`src/rtl/calc_pkg.sv`:
```
// Shared ASCII token constants and FSM state encoding for the calculator front end.
package calc_pkg;

    localparam logic [6:0] CH_PLUS  = 7'h2B;
    localparam logic [6:0] CH_MINUS = 7'h2D;
    localparam logic [6:0] CH_MUL   = 7'h2A;
    localparam logic [6:0] CH_DIV   = 7'h2F;
    localparam logic [6:0] CH_EQ    = 7'h3D;
    localparam logic [6:0] CH_CLR   = 7'h43;
    localparam logic [6:0] CH_SP    = 7'h20;
    localparam logic [6:0] CH_0     = 7'h30;

    typedef enum logic [2:0] {
        S_A    = 3'd0,
        S_OP   = 3'd1,
        S_B    = 3'd2,
        S_EQ   = 3'd3,
        S_EXEC = 3'd4,
        S_OUT  = 3'd5
    } state_t;

endpackage

```
`src/rtl/calc_char_decode.sv`:
```
// Classifies one ASCII character into the token classes the sequencer understands.
module calc_char_decode
    import calc_pkg::*;
(
    input  logic [6:0] in_char,
    output logic       is_digit,
    output logic [1:0] digit,
    output logic       is_op,
    output logic       is_eq,
    output logic       is_clr,
    output logic       is_sp
);

    // '0'..'3' share the upper five bits, so the low two bits are the value.
    assign is_digit = (in_char[6:2] == CH_0[6:2]);
    assign digit    = in_char[1:0];
    assign is_op    = (in_char == CH_PLUS) || (in_char == CH_MINUS) ||
                      (in_char == CH_MUL)  || (in_char == CH_DIV);
    assign is_eq    = (in_char == CH_EQ);
    assign is_clr   = (in_char == CH_CLR);
    assign is_sp    = (in_char == CH_SP);

endmodule

```
`src/rtl/calc_token_sequencer.sv`:
```
// Parses "<digit><op><digit>=" from a byte stream, drives the mini-calculator
// operands from registers and returns its captured result with status flags.
module calc_token_sequencer
    import calc_pkg::*;
#(
    parameter int unsigned TIMEOUT_CYCLES = 255,
    parameter int unsigned TO_W           = 8
) (
    input  logic       clk,
    input  logic       rst_n,
    input  logic       in_valid,
    input  logic [6:0] in_char,
    output logic       in_ready,
    output logic [1:0] calc_a,
    output logic [1:0] calc_b,
    output logic [6:0] calc_op,
    input  logic [3:0] calc_result,
    output logic       out_valid,
    input  logic       out_ready,
    output logic [3:0] out_result,
    output logic       out_err,
    output logic       out_div0,
    output logic       out_neg
);

    localparam logic [TO_W-1:0] TO_LAST = TO_W'(TIMEOUT_CYCLES == 0 ? 0 : TIMEOUT_CYCLES - 1);

    state_t          state, state_nxt;
    logic [TO_W-1:0] tmo_cnt;
    logic            is_digit, is_op, is_eq, is_clr, is_sp;
    logic [1:0]      digit;
    logic            accept, count_en, timeout_hit, tok_ok, abort, div0;

    calc_char_decode u_decode (
        .in_char  (in_char),
        .is_digit (is_digit),
        .digit    (digit),
        .is_op    (is_op),
        .is_eq    (is_eq),
        .is_clr   (is_clr),
        .is_sp    (is_sp)
    );

    assign accept      = in_valid & in_ready;
    assign count_en    = (state == S_OP) || (state == S_B) || (state == S_EQ);
    assign timeout_hit = (TIMEOUT_CYCLES != 0) && count_en && !accept && (tmo_cnt == TO_LAST);
    assign abort       = (accept && !is_sp && !is_clr && !tok_ok) || timeout_hit;
    assign div0        = (calc_op == CH_DIV) && (calc_b == 2'd0);

    // The token class the current state is waiting for.
    always_comb begin
        tok_ok = 1'b0;
        case (state)
            S_A, S_B: tok_ok = is_digit;
            S_OP:     tok_ok = is_op;
            S_EQ:     tok_ok = is_eq;
            default:  tok_ok = 1'b0;
        endcase
    end

    always_ff @(posedge clk or negedge rst_n) begin
        if (!rst_n) state <= S_A;
        else        state <= state_nxt;
    end

    // NOTE: combinational blocks assign every output a default first so no latch is inferred.
    always_comb begin
        state_nxt = state;
        case (state)
            S_A, S_OP, S_B, S_EQ: begin
                if (accept && !is_sp) begin
                    if (is_clr)      state_nxt = S_A;
                    else if (!tok_ok) state_nxt = S_OUT;
                    else begin
                        case (state)
                            S_A:     state_nxt = S_OP;
                            S_OP:    state_nxt = S_B;
                            S_B:     state_nxt = S_EQ;
                            default: state_nxt = S_EXEC;
                        endcase
                    end
                end else if (timeout_hit) begin
                    state_nxt = S_OUT;
                end
            end
            S_EXEC:  state_nxt = S_OUT;
            S_OUT:   if (out_ready) state_nxt = S_A;
            default: state_nxt = S_A;
        endcase
    end

    always_comb begin
        in_ready  = (state == S_A) || (state == S_OP) || (state == S_B) || (state == S_EQ);
        out_valid = (state == S_OUT);
    end

    // NOTE: sequential state uses non-blocking assignments so all registers update together.
    always_ff @(posedge clk or negedge rst_n) begin
        if (!rst_n) begin
            calc_a     <= 2'd0;
            calc_b     <= 2'd0;
            calc_op    <= CH_PLUS;
            tmo_cnt    <= '0;
            out_result <= 4'd0;
            out_err    <= 1'b0;
            out_div0   <= 1'b0;
            out_neg    <= 1'b0;
        end else begin
            if (accept && tok_ok) begin
                case (state)
                    S_A:     calc_a  <= digit;
                    S_OP:    calc_op <= in_char;
                    S_B:     calc_b  <= digit;
                    default: ;
                endcase
            end

            // Spaces neither clear nor advance past the expiry point.
            if (!count_en || (accept && !is_sp)) tmo_cnt <= '0;
            else if (tmo_cnt != TO_LAST)         tmo_cnt <= tmo_cnt + TO_W'(1);

            if (state == S_EXEC) begin
                out_result <= div0 ? 4'd0 : calc_result;
                out_err    <= 1'b0;
                out_div0   <= div0;
                out_neg    <= (calc_op == CH_MINUS) && (calc_a < calc_b);
            end else if (abort) begin
                out_result <= 4'd0;
                out_err    <= 1'b1;
                out_div0   <= 1'b0;
                out_neg    <= 1'b0;
            end
        end
    end

endmodule

```
`config.mk`:
```
export PLATFORM = sky130hd
export DESIGN_NAME = calc_token_sequencer
export DESIGN_NICKNAME = d
export VERILOG_FILES = /design/src/rtl/calc_pkg.sv /design/src/rtl/calc_char_decode.sv /design/src/rtl/calc_token_sequencer.sv
export SDC_FILE = /design/constraint.sdc
export NUM_CORES = 1
export LEC_CHECK = 0
export CORE_UTILIZATION = 35
export DETAILED_ROUTE_END_ITERATION = 16
export GPL_ROUTABILITY_DRIVEN = 0
export PLACE_DENSITY_LB_ADDON = 0.1
export SYNTH_ARGS = -nofsm -noshare
export SYNTH_HDL_FRONTEND = slang
export SYNTH_SLANG_ARGS = --single-unit
```
`constraint.sdc`:
```
create_clock -name clk -period 4.4 [get_ports clk]
set_input_delay 1.32 -clock clk [delete_from_list [all_inputs] [get_ports clk]]
set_output_delay 1.32 -clock clk [all_outputs]
set_load 0.02 [all_outputs]
```
==> results.py <==
metrics = {
    "status": {
        "status": "complete, no violations",
    },
    "critical_path": {
        "path_cells": "nand2b_1, nor2_1, clkdlybuf4s50_1",
        "arrival_ns": 1.77,
        "r2r-start": "state[0]",
        "worstSetupPathType": "reg -> out",
        "max_stage_delay_ns": 0.62,
        "critPathLaunch": "state[1]",
        "cp.required_ns": 3.08,
        "cp_slowest_cell": "clkdlybuf4s50_1",
        "startpoint_type": "flip-flop",
        "crit_fanout": 9,
        "ff2ff_path_depth": 5,
        "endpoint_kind": "output pin",
        "crit_end": "out_valid",
        "r2r_setup_slack_ns": 2.45,
        "r2r_end": "out_result[3]",
    },
    "pwr": {
        "combPwrFrac": 0.353,
        "p_sw_w": 0.000349,
        "clkPwrFrac": 0.276,
        "switching_share": 0.337,
        "power_density_mw_per_mm2": 495,
        "pwr-share-seq": 0.371,
        "ir_drop_mv": 0.220,
        "p_int_w": 0.000687,
        "power_w": 0.00104,
        "leakage_nw": 0.870,
    },
    "clocking": {
        "numClockSinks": 29,
        "cts_tree": "yes",
        "ctsHoldBuffers": 0,
        "cts-root-buf": "clkbuf_8",
        "clkLatencyLatePin_ns": 0.28,
        "clkSlewWorstSetupHoldPaths_ns": 0.06,
        "clock_path_buffers": 2,
        "post_cts_buffers": 0,
        "ctsResizeCount": 0,
        "numCtsBuffers": 5,
        "htreeDepth": 2,
    },
    "sta": {
        "final-setup-viol-count": 0,
        "finClkSkew_ns": 0.00708,
        "worst_slew_pin_slew_ns": 0.568,
        "tns_ns": 0,
        "slew_violations": 0,
        "fmax_ghz": 0.323,
        "layout_min_cycle_time_ns": 3.09,
        "finalHoldViolations": 0,
        "period_share": 0.703,
        "rsz0062_at_grt": "false",
        "relSlewSlack": 0.620,
    },
    "synth": {
        "ys_ff_latch": 29,
        "synth_area_mm2": 0.00158,
        "synth_edf_count": 0,
        "synth_top_cell_area_share": 0.396,
        "synthArstFlopShare": 1.00,
        "yosysSeqAreaShare": 0.463,
        "synthDistinctLibCells": 48,
        "synth_ff_type": "dfrtp_1",
        "syn_nets": 166,
        "synth_area_leader_cell": "dfrtp_1",
        "synthCells": 148,
        "ys_warn_count": 0,
        "synth.avg_cell_area_um2": 10.7,
        "synthTopCellsByArea": "dfrtp_1 40%, dfstp_2 6.7%, mux2_2 5.0%",
    },
    "cells_and_area": {
        "layout_commonest_cell": "clkdlybuf4s50_1",
        "nNetsFinal": 206,
        "area_growth_syn_to_layout_pct": 32.5,
        "antennaDiodeCount": 0,
        "drive_above_1_share": 0.217,
        "nFillCells": 383,
        "layout_common_cells": "34 x clkdlybuf4s50_1, 25 x dfrtp_1, 14 x nor2_1",
    },
    "drt": {
        "dr_total_vias": 1271,
        "routed_wl_um": 3560,
        "vias_per_cell": 5.27,
        "drtIter0Drc": 72,
        "drc": 0,
        "final_antenna_net_count": 0,
        "post_drt_wl_per_cell_um": 14.8,
        "detail_route.first_pass.iterations": 4,
    },
    "place": {
        "dpl.hpwl_um": 2670,
        "portBuffers": 34,
    },
    "die": {
        "die_h_um": 69.2,
        "dieWidth_um": 69.2,
        "die_area_mm2": 0.00478,
        "pin_count": 35,
        "rows": 24,
        "initial_utilization": 0.363,
        "core_mm2": 0.00435,
    },
    "global_routing": {
        "grt_use_total": 0.163,
        "grt_overflow": 0,
        "antenna_found_initial": 0,
        "grt_max_degree": 30,
        "grt_pass1_wl_um": 6190,
        "grt_pass1_vias": 1291,
    },
    "worst_hold_path": {
        "hold_path.class": "reg -> reg",
    },
    "job": {
        "max_cap_violations": 0,
    },
}
registers in the layout (all words and copies together), names as in the netlist:
register / flops
tmo_cnt: 8
out_div0: 1
state: 3
out_err: 1
calc_a: 2
calc_op: 7
out_neg: 1
calc_b: 2
out_result: 4
logic make-up (layout without fill, tap and decap cells):
family | Yosys count | after routing | share of synthesized area
AO/OA/AOI/OAI | 29 | 29 | 0.144
XOR/XNOR | 4 | 4 | 0.0222
adder cells (fa/ha/maj) | 3 | 3 | 0.0238
buffers and inverters | 7 | 48 | 0.0222
flip-flops | 29 | 29 | 0.463
multiplexers | 8 | 8 | 0.0563
AND/OR/NAND/NOR | 68 | 68 | 0.269
critical path, delay by kind of cell, from the launching register on:
kind / cells / cell delay (ns)
flops: 1 / 0.48
buf+inv: 1 / 0.62
simple gates: 2 / 0.39
power groups by stage:
stage	logic (W)	registers, W	clock network, W
after CTS	0.000370	0.000386	0.000294
after detailed placement	0.000367	0.000390	0
final	0.000365	0.000385	0.000286
after global placement	0.000359	0.000388	0
after floorplan	0.000186	0.000416	0
after global routing	0.000395	0.000396	0.000306
layer usage:
metal / vias to the layer above / GRT usage / share of wire
met1: 616 / 0.214 / 0.49
met2: 28 / 0.251 / 0.47
met5: - / 0 / 0
met4: 0 / 0.0544 / 0.0073
li1: 625 / - / -
met3: 2 / 0.0541 / 0.037
final cells by class:
cell class                      instances  area [um2]  area share
Clock inverter                          1        30.0      0.0144
Timing Repair Buffer                   35         348       0.166
Tap cell                               52        65.1      0.0311
Multi-Input combinational cell        112         813       0.389
Inverter                                5        18.8     0.00897
Sequential cell                        29         731       0.349
Clock buffer                            7        86.3      0.0413
how the worst min path moves through the flow:
stage | from | end | slack [ns] | depth (start not counted)
after floorplan | tmo_cnt[6] | tmo_cnt[6] | 0.51 | 2
after global placement | calc_op[4] | calc_op[4] | 0.49 | 1
after detailed placement | out_result[0] | out_result[0] | 0.49 | 1
after CTS | out_result[0] | out_result[0] | 0.51 | 1
after global routing | calc_op[5] | calc_op[5] | 0.52 | 1
final | out_result[2] | out_result[2] | 0.50 | 1
synthesized netlist by cell type, types with 4 or more instances:
master	n
a22o_2	6
nand3_1	5
mux2_2	7
a21oi_1	5
dfrtp_1	25
inv_1	5
nor3_1	5
dfstp_2	4
nand2_1	13
nor2_1	14
o21ai_0	4
per-stage QoR:
stage,hold slack (ns),cells,util,worst slack [ns],cell area (um2)
floorplan,0.511,148,-,1.93,1580
global placement,0.485,233,0.454,1.11,1980
detailed placement,0.493,233,0.454,1.04,1980
CTS,0.511,241,0.480,1.31,2090
global route,0.525,241,0.480,1.18,2090
finish,0.503,241,0.480,1.31,2090
No activity file was read; power rests on OpenSTA's default activity.
